File: config.mk
export PLATFORM = sky130hd
export DESIGN_NAME = quad_step_counter_mc
export DESIGN_NICKNAME = d
export VERILOG_FILES = /design/src/rtl/qsc_pkg.sv /design/src/rtl/quad_channel.sv /design/src/rtl/quad_step_counter_mc.sv
export SDC_FILE = /design/constraint.sdc
export NUM_CORES = 1
export LEC_CHECK = 0
export ABC_CLOCK_PERIOD_IN_PS = 4750
export BUFFER_PORTS_ARGS = -buffer_cell sky130_fd_sc_hd__clkbuf_2
export CAP_MARGIN = 20
export CORE_UTILIZATION = 63
export CTS_CLUSTER_DIAMETER = 100
export DETAILED_ROUTE_END_ITERATION = 7
export PLACE_DENSITY = 0.85
export SLEW_MARGIN = 40
export SYNTH_ARGS = -nofsm -noshare
export SYNTH_HDL_FRONTEND = slang
export SYNTH_SLANG_ARGS = --single-unit
File: constraint.sdc
create_clock -name clk -period 4.75 [get_ports clk]
set_clock_uncertainty 0.05 [all_clocks]
set_input_delay 0 -clock clk [delete_from_list [all_inputs] [get_ports clk]]
set_output_delay 0 -clock clk [all_outputs]
set_load 0.005 [all_outputs]
File: src/rtl/qsc_pkg.sv
// Shared constants for the multi-channel quadrature step counter:
// register offsets, ctrl/status bit positions and the decode direction.
package qsc_pkg;

    localparam logic [2:0] OFF_CNT_LO = 3'd0;
    localparam logic [2:0] OFF_SNAP   = 3'd1;
    localparam logic [2:0] OFF_LIM_LO = 3'd2;
    localparam logic [2:0] OFF_LIM_HI = 3'd3;
    localparam logic [2:0] OFF_STATUS = 3'd4;
    localparam logic [2:0] OFF_CTRL   = 3'd5;

    localparam int CTRL_EN     = 0;
    localparam int CTRL_CLR    = 1;
    localparam int CTRL_STOP   = 2;
    localparam int CTRL_IRQ_EN = 3;

    localparam int ST_EN   = 0;
    localparam int ST_DONE = 1;
    localparam int ST_DIR  = 2;
    localparam int ST_ERR  = 3;

    typedef enum logic {
        DIR_CW  = 1'b0,
        DIR_CCW = 1'b1
    } dir_e;

endpackage

File: src/rtl/quad_channel.sv
// One encoder channel: A/B synchroniser, 4x decoder, count/steps/limit/done/err.
// Latency: SYNC_FF cycles input-to-decode, +1 cycle to count/done. No backpressure; edges never stall.
module quad_channel
    import qsc_pkg::*;
#(
    parameter int CNT_W   = 16,
    parameter int SYNC_FF = 2
) (
    input  logic             clk,
    input  logic             rst,
    input  logic             a,
    input  logic             b,
    input  logic             wr_lim_lo,
    input  logic             wr_lim_hi,
    input  logic             wr_ctrl,
    input  logic [7:0]       wdata,
    output logic [CNT_W-1:0] count,
    output logic [CNT_W-1:0] limit,
    output logic [7:0]       status,
    output logic [7:0]       ctrl,
    output logic             done,
    output logic             irq
);

    logic [SYNC_FF-1:0] r_sync_a;
    logic [SYNC_FF-1:0] r_sync_b;
    logic [1:0]         r_prev;
    logic [CNT_W-1:0]   r_count;
    logic [CNT_W-1:0]   r_steps;
    logic [CNT_W-1:0]   r_limit;
    logic [7:0]         r_stage;
    logic [3:0]         r_ctrl;
    logic               r_done;
    logic               r_err;
    dir_e               r_dir;

    logic [1:0]         w_curr;
    logic               w_inc;
    logic               w_dec;
    logic               w_ill;
    logic               w_run;
    logic               w_step;
    logic [CNT_W-1:0]   w_steps_nxt;
    logic [15:0]        w_lim16;

    assign w_curr  = {r_sync_a[SYNC_FF-1], r_sync_b[SYNC_FF-1]};
    assign w_lim16 = {wdata, r_stage};

    always_comb begin
        w_inc = 1'b0;
        w_dec = 1'b0;
        w_ill = 1'b0;
        case ({r_prev, w_curr})
            4'b00_01, 4'b01_11, 4'b11_10, 4'b10_00: w_inc = 1'b1;
            4'b00_10, 4'b10_11, 4'b11_01, 4'b01_00: w_dec = 1'b1;
            4'b00_11, 4'b11_00, 4'b01_10, 4'b10_01: w_ill = 1'b1;
            default: ;
        endcase
    end

    // A pending clear swallows any edge in the same cycle; stop mode freezes after done.
    assign w_run       = r_ctrl[CTRL_EN] & ~r_ctrl[CTRL_CLR] & ~(r_ctrl[CTRL_STOP] & r_done);
    assign w_step      = w_run & (w_inc | w_dec);
    assign w_steps_nxt = (w_step && (r_steps != '1)) ? r_steps + 1'b1 : r_steps;

    always_ff @(posedge clk) begin
        if (rst) begin
            r_sync_a <= '0;
            r_sync_b <= '0;
            r_prev   <= '0;
            r_count  <= '0;
            r_steps  <= '0;
            r_limit  <= '0;
            r_stage  <= '0;
            r_ctrl   <= '0;
            r_done   <= 1'b0;
            r_err    <= 1'b0;
            r_dir    <= DIR_CW;
        end else begin
            r_sync_a <= {r_sync_a[SYNC_FF-2:0], a};
            r_sync_b <= {r_sync_b[SYNC_FF-2:0], b};
            r_prev   <= w_curr;
            if (wr_lim_lo) r_stage <= wdata;
            if (wr_lim_hi) r_limit <= w_lim16[CNT_W-1:0];
            if (wr_ctrl) begin
                r_ctrl <= wdata[3:0];
            end else begin
                r_ctrl[CTRL_CLR] <= 1'b0;
            end
            if (r_ctrl[CTRL_CLR]) begin
                r_count <= '0;
                r_steps <= '0;
                r_done  <= 1'b0;
                r_err   <= 1'b0;
            end else begin
                if (w_step) begin
                    r_count <= w_inc ? r_count + 1'b1 : r_count - 1'b1;
                    r_dir   <= w_dec ? DIR_CCW : DIR_CW;
                end
                r_steps <= w_steps_nxt;
                if ((r_limit != '0) && (w_steps_nxt == r_limit)) r_done <= 1'b1;
                if (r_ctrl[CTRL_EN] && w_ill) r_err <= 1'b1;
            end
        end
    end

    always_comb begin
        status               = '0;
        status[ST_EN]        = r_ctrl[CTRL_EN];
        status[ST_DONE]      = r_done;
        status[ST_DIR]       = (r_dir == DIR_CCW);
        status[ST_ERR]       = r_err;
    end

    assign count = r_count;
    assign limit = r_limit;
    assign ctrl  = {4'b0, r_ctrl};
    assign done  = r_done;
    assign irq   = (r_done | r_err) & r_ctrl[CTRL_IRQ_EN];

endmodule

File: src/rtl/quad_step_counter_mc.sv
// N-channel quadrature step counter with byte-wide register bus, coherent 16-bit reads and irq.
// Latency: read data registered, valid one cycle after cs&rd. No backpressure; bus always accepts.
module quad_step_counter_mc
    import qsc_pkg::*;
#(
    parameter int N_CH    = 4,
    parameter int CNT_W   = 16,
    parameter int SYNC_FF = 2
) (
    input  logic            clk,
    input  logic            rst,
    input  logic [7:0]      addr,
    input  logic            cs,
    input  logic            rd,
    input  logic            wr,
    input  logic [7:0]      wdata,
    output logic [7:0]      data_out,
    input  logic [N_CH-1:0] a,
    input  logic [N_CH-1:0] b,
    output logic [N_CH-1:0] done,
    output logic            irq
);

    logic [4:0]       w_ch;
    logic [2:0]       w_off;
    logic             w_wr;
    logic             w_rd;
    logic [7:0]       w_rdata;
    logic [N_CH-1:0]  w_irq;
    logic [CNT_W-1:0] w_count  [N_CH];
    logic [CNT_W-1:0] w_limit  [N_CH];
    logic [15:0]      w_cnt16  [N_CH];
    logic [15:0]      w_lim16  [N_CH];
    logic [7:0]       w_status [N_CH];
    logic [7:0]       w_ctrl   [N_CH];
    logic [7:0]       r_snap   [N_CH];

    assign w_ch  = addr[7:3];
    assign w_off = addr[2:0];
    assign w_wr  = cs & wr;
    assign w_rd  = cs & rd & ~wr;

    for (genvar i = 0; i < N_CH; i++) begin : g_ch
        logic w_sel;
        assign w_sel = (w_ch == 5'(i));

        quad_channel #(
            .CNT_W   (CNT_W),
            .SYNC_FF (SYNC_FF)
        ) u_ch (
            .clk       (clk),
            .rst       (rst),
            .a         (a[i]),
            .b         (b[i]),
            .wr_lim_lo (w_wr & w_sel & (w_off == OFF_LIM_LO)),
            .wr_lim_hi (w_wr & w_sel & (w_off == OFF_LIM_HI)),
            .wr_ctrl   (w_wr & w_sel & (w_off == OFF_CTRL)),
            .wdata     (wdata),
            .count     (w_count[i]),
            .limit     (w_limit[i]),
            .status    (w_status[i]),
            .ctrl      (w_ctrl[i]),
            .done      (done[i]),
            .irq       (w_irq[i])
        );

        // Narrow counters read as zero-extended 16-bit values.
        assign w_cnt16[i] = 16'(w_count[i]);
        assign w_lim16[i] = 16'(w_limit[i]);
    end

    always_comb begin
        w_rdata = '0;
        for (int i = 0; i < N_CH; i++) begin
            if (w_ch == 5'(i)) begin
                case (w_off)
                    OFF_CNT_LO: w_rdata = w_cnt16[i][7:0];
                    OFF_SNAP:   w_rdata = r_snap[i];
                    OFF_LIM_LO: w_rdata = w_lim16[i][7:0];
                    OFF_LIM_HI: w_rdata = w_lim16[i][15:8];
                    OFF_STATUS: w_rdata = w_status[i];
                    OFF_CTRL:   w_rdata = w_ctrl[i];
                    default:    w_rdata = '0;
                endcase
            end
        end
    end

    always_ff @(posedge clk) begin
        if (rst) begin
            data_out <= '0;
            for (int i = 0; i < N_CH; i++) r_snap[i] <= '0;
        end else begin
            data_out <= w_rd ? w_rdata : 8'h00;
            for (int i = 0; i < N_CH; i++) begin
                if (w_rd && (w_off == OFF_CNT_LO) && (w_ch == 5'(i))) r_snap[i] <= w_cnt16[i][15:8];
            end
        end
    end

    assign irq = |w_irq;

endmodule

==> flow_summary.yaml <==
outcome:
  status: "complete, no violations"
logic_synthesis:
  synth_cell_type_count: 77
  synthCells: 2042
  seq_area_frac_synth_pct: 38.3
  synth_edf_count: 32
  yosys_warnings: 0
  ys_async_sr_fraction_pct: 0
  yosys.cell_count.top_type: "nand2_1"
  yosysTopAreaCell: "dfxtp_1"
  ys_seq_elements: 316
  synth_flop_cell: "dfxtp_1"
  synth_area_leaders: "dfxtp_1 (33%), nand2_1 (6.8%), edfxtp_1 (5.5%), a21oi_1 (5.4%), xnor2_1 (4.6%)"
  synth_top_area_share_pct: 32.8
  avgSynthCellArea_sq_um: 8.49
  synth_nets: 2135
  synth_common_cells: "nand2_1 (312), dfxtp_1 (284), nor2_1 (195), a21oi_1 (187), xnor2_1 (92)"
  netlist_area_sq_um: 17300
timing:
  hold_violations: 0
  setup_viol: 0
  slew_violations: 0
  tns_ns: 0
  period_minus_slack_ns: 3.88
  worst_pin_slew_ns: 0.844
  fmax_ghz: 0.258
  rsz0062_at_grt: "no"
  fin_ws_ns: 0.867
  slew_headroom_pct: 43.5
  min_period_over_period_pct: 81.7
routing:
  drcViolationCount: 0
  detail_route.iter0.violations: 1487
  first_pass_iters: 8
  antenna_left: 0
  num_vias: 15300
  wl_um: 45600
  wl_per_cell_um: 19.0
  vias_per_cell: 6.34
final_layout:
  layout.nets: 2133
  drive_gt1_share_pct: 8.67
  finalNonFillerCells: 2407
  syn2layout_area_growth_pct: 9.31
critical_path:
  end_kind: "register"
  rrSetupSlack_ns: 0.87
  crit_fanout: 16
  crit_type: "reg -> reg"
  crit_required_ns: 5.14
  start_kind: "register"
  r2r_cells: 12
  cp.arrival_ns: 4.28
cts:
  clk_pin_slew_worst_paths_ns: 0.06
  postCtsSetupRepairBufs: 0
  cts_max_path_buffers: 3
  cts_inserted_buffers: 34
  htreeDepth: 2
  clk_latency_ns: 0.52
  clock_sinks: 316
  tritoncts: "yes"
  root_buffer: "clkbuf_16"
floorplanning:
  core_sq_um: 27000
  pin_count: 42
  row_count: 60
  die_h_um: 168
  die_w_um: 168
  dieArea_sq_um: 28200
  start_util_pct: 64.3
placed_design:
  dp_cells: 2322
  gp_congestion: 0.968
  io_buffer_count: 41
  dp_slack_ns: 0.950
  dp_hpwl_um: 31700
worst_hold_path:
  min_path_cells: 4
  hold_path_class: "in -> reg"
power_and_ir_drop:
  finalPower_w: 0.00574
  worst_ir_drop_vdd_uv: 353
  power_leakage_nw: 6.77
  p_per_area_nw_per_um2: 303
grt:
  grt_pass1_wl_um: 73500
  grt_max_degree: 102
  grt_pass1_vias: 14500
  antenna_found_initial: 1
  grt-ovfl-total: 0
  grt.total_usage_pct: 32.2
job:
  drv_cap: 0
## layout by cell type, fill, tap and decap left out, types with 32 or more instances in the layout
master / n
nand2_1: 312
dfxtp_1: 284
nor2_1: 187
a21oi_1: 187
xnor2_1: 92
xor2_1: 67
nand3_1: 62
ha_1: 60
o21ai_0: 58
mux2i_1: 58
nor3_1: 46
and2_1: 42
clkbuf_2: 40
clkbuf_16: 35
nor2b_1: 32
edfxtp_1: 32
## through the flow
step	hold WS [ns]	util [%]	area, sq um
after floorplan	0.0782	-	17300
after global placement	0.167	65.2	17600
after detailed placement	0.164	65.3	17600
after CTS	0.00899	70.2	18900
after global routing	0.0317	70.3	18900
final	0.0621	70.3	18900
## routing by layer
layer / GRT usage, % / part of all wire, %
met1: 42.1 / 42
met3: 4.33 / 7.2
met2: 52.7 / 46
met4: 15.6 / 4.7
met5: 0 / 0
## area by class of cell
cell class | count | area [sq um]
Multi-Input combinational cell | 1590 | 10200
Fill cell | 2022 | 8010
Sequential cell | 316 | 6650
Clock buffer | 40 | 895
Timing Repair Buffer | 71 | 494
Tap cell | 341 | 427
Clock inverter | 21 | 209
Inverter | 27 | 101
Antenna cell | 1 | 2.50
## flip-flops by register name (all words and copies together) (netlist names)
name	cells
g_ch.u_ch.count	64
g_ch.u_ch.limit	64
g_ch.u_ch.r_steps	64
g_ch.u_ch.r_stage	32
r_snap	32
g_ch.u_ch.r_ctrl	16
data_out	8
g_ch.u_ch.r_prev	8
g_ch.u_ch.r_sync_a	8
g_ch.u_ch.r_sync_b	8
g_ch.u_ch.done	4
g_ch.u_ch.r_dir	4
g_ch.u_ch.r_err	4
## worst max-delay path, cell delays in order, from the launching register on
cell and delay [ns]:
dfxtp_1 0.37, xor2_1 0.37, nand2_1 0.52, ha_1 0.50, a211oi_1 0.36, o21ai_0 0.21, a31oi_1 0.23, a21oi_1 0.16
a211o_1 0.28, a21oi_1 0.17, xor2_1 0.09, or3_1 0.33, a21oi_1 0.14
## kinds of logic after synthesis
logic type / after synthesis / synth area share (%)
multiplexers: 100 / 7.38
AND/OR/NAND/NOR: 850 / 23.0
XOR/XNOR: 162 / 8.32
adder cells (fa/ha/maj): 65 / 4.85
flip-flops: 316 / 38.3
buffers and inverters: 136 / 3.15
AO/OA/AOI/OAI: 413 / 14.9
## path summary, 6_finish.rpt
kind,endpoint,start
max,g_ch[3].u_ch.count[15],g_ch[3].u_ch.r_sync_b[1]
max reg2reg,g_ch[3].u_ch.count[15],g_ch[3].u_ch.r_sync_b[1]
min,data_out[3],addr[4]
min reg2reg,g_ch[1].u_ch.r_sync_b[1],g_ch[1].u_ch.r_sync_b[0]
## timing repair
action                    CTS  global route
hold endpoints to repair  109             0
resized for setup           0             0
hold buffers               23             0
## power breakdown
group | total [W] | leakage [nW] | switching (W) | internal, W
logic | 0.000337 | 3.61 | 0.000216 | 0.000121
clock network | 0.00268 | 0.544 | 0.00111 | 0.00157
registers | 0.00272 | 2.62 | 0.0000104 | 0.00271
Note: power is estimated with default switching activity, not from simulation.
